## src/rtl/serial_frame_tx.sv

```systemverilog
// serial_frame_tx: framed LSB-first serializer (start bit, N data bits, optional parity, stop bit).
// Define SERIAL_TX_PARITY_EN to insert an even-parity bit between the data and stop bits.
module serial_frame_tx #(
   parameter int N         = 8,
   parameter int BIT_TICKS = 1
) (
   input  logic         clk,
   input  logic         clr,
   input  logic [N-1:0] in_data,
   input  logic         in_valid,
   output logic         in_ready,
   output logic         sout,
   output logic         busy,
   output logic         done
);

   localparam int TW = (BIT_TICKS > 1) ? $clog2(BIT_TICKS) : 1;
   localparam int BW = (N > 1) ? $clog2(N) : 1;
   localparam logic [TW-1:0] TICK_LAST = TW'(BIT_TICKS - 1);
   localparam logic [BW-1:0] BIT_LAST  = BW'(N - 1);

   typedef enum logic [2:0] {
      IDLE   = 3'd0,
      START  = 3'd1,
      DATA   = 3'd2,
`ifdef SERIAL_TX_PARITY_EN
      PARITY = 3'd3,
`endif
      STOP   = 3'd4
   } state_t;

   state_t         state_q, state_d;
   logic [TW-1:0]  tick_q, tick_d;
   logic [BW-1:0]  bit_q, bit_d;
   logic [N-1:0]   shift_q, shift_d;
   logic           sout_q, sout_d;
   logic           busy_q, busy_d;
   logic           done_q, done_d;
   logic           tick_end;
`ifdef SERIAL_TX_PARITY_EN
   logic           par_q, par_d;
`endif

   // Handshake: a word transfers on a rising edge where in_valid and in_ready are both
   // high and clr is low; in_ready depends only on the state, never on in_valid.
   assign in_ready = (state_q == IDLE);
   assign sout     = sout_q;
   assign busy     = busy_q;
   assign done     = done_q;

   assign tick_end = (tick_q == TICK_LAST);

   always_comb begin
      state_d = state_q;
      tick_d  = tick_q;
      bit_d   = bit_q;
      shift_d = shift_q;
      done_d  = 1'b0;
`ifdef SERIAL_TX_PARITY_EN
      par_d   = par_q;
`endif

      case (state_q)
         IDLE: begin
            tick_d = '0;
            bit_d  = '0;
            if (in_valid) begin
               state_d = START;
               shift_d = in_data;
`ifdef SERIAL_TX_PARITY_EN
               par_d   = ^in_data;
`endif
            end
         end
         START: begin
            if (tick_end) begin
               state_d = DATA;
               bit_d   = '0;
            end
         end
         DATA: begin
            if (tick_end) begin
               shift_d = shift_q >> 1;
               if (bit_q == BIT_LAST) begin
                  bit_d = '0;
`ifdef SERIAL_TX_PARITY_EN
                  state_d = PARITY;
`else
                  state_d = STOP;
`endif
               end else begin
                  bit_d = bit_q + BW'(1);
               end
            end
         end
`ifdef SERIAL_TX_PARITY_EN
         PARITY: begin
            if (tick_end) state_d = STOP;
         end
`endif
         STOP: begin
            if (tick_end) begin
               state_d = IDLE;
               done_d  = 1'b1;
            end
         end
         default: state_d = IDLE;
      endcase

      // The bit-period counter runs in every state except IDLE and restarts at each bit boundary.
      if (state_q != IDLE) begin
         tick_d = tick_end ? '0 : tick_q + TW'(1);
      end
   end

   // Outputs are registered from the next-state view so sout lines up with the state it reflects.
   always_comb begin
      sout_d = 1'b1;
      case (state_d)
         IDLE:   sout_d = 1'b1;
         START:  sout_d = 1'b0;
         DATA:   sout_d = shift_d[0];
`ifdef SERIAL_TX_PARITY_EN
         PARITY: sout_d = par_d;
`endif
         STOP:   sout_d = 1'b1;
         default: sout_d = 1'b1;
      endcase
      busy_d = (state_d != IDLE);
   end

   always_ff @(posedge clk) begin
      if (clr) begin
         state_q <= IDLE;
         tick_q  <= '0;
         bit_q   <= '0;
         shift_q <= '0;
         sout_q  <= 1'b1;
         busy_q  <= 1'b0;
         done_q  <= 1'b0;
`ifdef SERIAL_TX_PARITY_EN
         par_q   <= 1'b0;
`endif
      end else begin
         state_q <= state_d;
         tick_q  <= tick_d;
         bit_q   <= bit_d;
         shift_q <= shift_d;
         sout_q  <= sout_d;
         busy_q  <= busy_d;
         done_q  <= done_d;
`ifdef SERIAL_TX_PARITY_EN
         par_q   <= par_d;
`endif
      end
   end

endmodule

```

## config.mk

```make
export PLATFORM = sky130hd
export DESIGN_NAME = serial_frame_tx
export DESIGN_NICKNAME = d
export VERILOG_FILES = /design/src/rtl/serial_frame_tx.sv
export SDC_FILE = /design/constraint.sdc
export NUM_CORES = 1
export LEC_CHECK = 0
export BUFFER_PORTS_ARGS = -buffer_cell sky130_fd_sc_hd__buf_2
export CAP_MARGIN = 20
export CORE_AREA = 4 4 41 43
export CTS_BUF_LIST = sky130_fd_sc_hd__clkbuf_4
export DETAILED_ROUTE_END_ITERATION = 7
export DIE_AREA = 0 0 45 47
export GPL_TIMING_DRIVEN = 0
export PLACE_DENSITY = 0.8
export SETUP_SLACK_MARGIN = 0.1
export SLEW_MARGIN = 0
export SYNTH_ARGS = -nofsm -noshare
export SYNTH_HDL_FRONTEND = slang
export SYNTH_SLANG_ARGS = --single-unit
```

## constraint.sdc

```tcl
create_clock -name clk -period 3.7 [get_ports clk]
set_clock_uncertainty 0.05 [all_clocks]
set_input_delay 0.74 -clock clk [delete_from_list [all_inputs] [get_ports clk]]
set_output_delay 0.74 -clock clk [all_outputs]
set_load 0.01 [all_outputs]
```

==> impl_metrics.py <==
metrics = {
    "status": {
        "outcome": "complete, no violations",
    },
    "clock_tree": {
        "cts_root_buffer": "clkbuf_4",
        "tritoncts": "done",
        "cts_setup_buffers": 0,
        "clock_latency_ps": 280,
        "clock_path_buffers": 2,
        "ctsHoldBuffers": 0,
        "cts_resized": 0,
        "cts_inserted_buffers": 3,
        "cts_max_level": 1,
        "cts.sinks": 17,
        "clk_pin_slew_worst_paths_ps": 90,
    },
    "synthesis": {
        "ys_seq_area_frac": 0.472,
        "syn-num-nets": 90,
        "yosysWarningCount": 0,
        "synth.area.top_cells": "dfxtp_1 (47%), a22oi_1 (8.3%), a21oi_1 (6.3%)",
        "syn_area_um2": 721,
        "synth_xor_xnor_area_share": 0,
        "synth_top_area_frac": 0.472,
        "synth_seq_cells": 17,
        "yosysTopAreaCell": "dfxtp_1",
        "postSynthAreaPerCell_um2": 9.36,
        "synth_top_family_by_area": "simple AND/OR/NAND/NOR gates",
        "synth_cell_types": 25,
        "synth_compound_area_frac": 0.215,
        "synth_fa_ha_area_frac": 0.0347,
        "yosys.area_share.simple": 0.224,
        "synth_mux_area_frac": 0.0139,
        "synthCells": 77,
    },
    "grt": {
        "grt_max_degree": 11,
        "antenna_found_initial": 0,
        "grt_remaining_overflow": 0,
        "grt_usage": 0.151,
        "grt_pass1_vias": 566,
        "grt_pass1_wl_um": 2400,
    },
    "die": {
        "die_x_um": 45,
        "coreArea_um2": 1300,
        "die_h_um": 47,
        "start_util": 0.554,
        "die_area_um2": 2120,
        "ios": 15,
        "std_cell_rows": 13,
    },
    "drt": {
        "vias": 633,
        "routed_wl_um": 1400,
        "drt_iter0_drc": 7,
        "route.detailed.drc": 0,
        "first_pass_iters": 4,
        "vias_per_cell": 5.75,
        "antenna_left": 0,
        "post_drt_wl_per_cell_um": 12.7,
    },
    "worst_setup_path": {
        "critPathRequiredTime_ps": 2910,
        "worstSetupPathType": "register to output port",
        "reg2reg_depth": 3,
        "worstReg2RegEnd": "sout$_SDFF_PP1_",
        "worstPathMaxFanout": 10,
        "cp.arrival_ps": 1390,
        "endpoint_kind": "output port",
        "cp-start-kind": "register",
        "r2r_setup_slack_ps": 2100,
        "r2r_start": "state_q[0]$_SDFF_PP0_",
    },
    "final_layout": {
        "final_nets": 109,
        "final_cell_mix": "dfxtp_1 (17), buf_2 (16), a21oi_1 (9)",
        "drive_gt1_frac": 0.242,
        "layout_commonest_cell": "dfxtp_1",
        "n_antenna_cell": 0,
        "final_area_um2": 840,
        "area_growth_pct": 16.5,
        "stdcell_count": 110,
    },
    "timing": {
        "fmax_ghz": 0.459,
        "hold_violations": 0,
        "fin_ws_ps": 1520,
        "rsz0062_at_grt": "false",
        "fin_crit_ps": 2180,
        "period_share": 0.588,
        "setup_viol": 0,
        "relSlewSlack": 0.583,
        "finalSetupTns_ps": 0,
        "maxSlewViolCount": 0,
        "tightest_slew_ps": 625,
    },
    "placement": {
        "pre_cts_ws_ps": 1710,
        "place_congestion": 0.796,
        "placed_area_um2": 810,
        "place_hpwl_um": 987,
        "placed_cells": 106,
        "port_buffers": 14,
    },
    "worst_hold_path": {
        "holdPathEnd": "shift_q[4]$_SDFFE_PP0P_",
        "min_path_cells": 2,
        "hold_start": "shift_q[4]$_SDFFE_PP0P_",
        "hp-class": "register to register",
    },
    "power_and_ir_drop": {
        "p_per_area_nw_per_um2": 425,
        "ir_drop_mv": 0.286,
        "power_mw": 0.357,
        "leakage_nw": 0.347,
    },
    "flow_run": {
        "drv_cap": 0,
    },
}
-- worst max-delay path: stages (launching register included) --
cell,delay (ps)
dfxtp_1,450
clkbuf_1,370
nor3_1,130
buf_2,160
-- Yosys cell counts --
master,count
o21bai_1,1
nor3_1,4
inv_1,1
a21o_1,1
nand2_1,1
or4b_1,1
a32oi_1,1
nand3_1,7
ha_1,2
nor2_1,7
mux2i_1,1
nor3b_2,1
buf_2,2
dfxtp_1,17
nor4b_1,1
or3_1,1
a311o_1,1
a22oi_1,8
a211oi_1,1
a21oi_1,9
nor4b_2,1
clkbuf_1,4
o41ai_1,1
nor3b_1,2
or3b_2,1
-- flip-flops by register name, summed over array words and instances, names as in the netlist --
| register | flops |
|---|---|
| bit_q | 3 |
| busy | 1 |
| done | 1 |
| shift_q | 8 |
| sout | 1 |
| state_q | 3 |
-- layout make-up --
cell class              count  area [µm²]
flip-flops and latches     17         340
fillers                   120         462
inverters                   1        3.75
clock buffers               4        30.0
plain buffers               6        25.0
well taps                  15        18.8
multi-input cells          53         352
repair buffers             14        70.1
-- metrics by stage --
step,util,hold slack (ps)
floorplan,-,392
global placement,0.622,407
detailed placement,0.622,413
CTS,0.645,427
global route,0.645,453
finish,0.645,424
-- routing by layer --
layer | vias to the layer above | wire length [µm] | GRT usage
met5 | - | 0 | 0
met4 | 0 | 15 | 0.0819
met3 | 2 | 74 | 0.0230
met2 | 15 | 614 | 0.243
met1 | 285 | 690 | 0.195
li1 | 331 | - | -
-- worst max path at each step --
stage,to,slack [ps],from,depth (start not counted)
after CTS,in_ready,1540,state_q[0]$_SDFF_PP0_,3
after floorplan,sout$_SDFF_PP1_,1890,in_valid,3
after global placement,sout$_SDFF_PP1_,1700,in_valid,4
after global routing,in_ready,1440,state_q[0]$_SDFF_PP0_,3
after detailed placement,sout$_SDFF_PP1_,1710,in_valid,4
final,in_ready,1520,state_q[0]$_SDFF_PP0_,3
-- kinds of logic after synthesis --
logic type / after synthesis
and+or+nand+nor: 27
AOI/OAI and AO/OA: 23
DFF: 17
buffers and inverters: 7
adders and majority gates: 2
muxes: 1
-- report_power, final --
| part | total [mW] | internal (mW) | switching, mW | leakage (nW) |
|---|---|---|---|---|
| clock network | 0.104 | 0.0492 | 0.0552 | 0.0184 |
| logic | 0.0520 | 0.0233 | 0.0287 | 0.189 |
| registers | 0.200 | 0.194 | 0.00636 | 0.139 |
No activity file was read; power rests on OpenSTA's default activity.
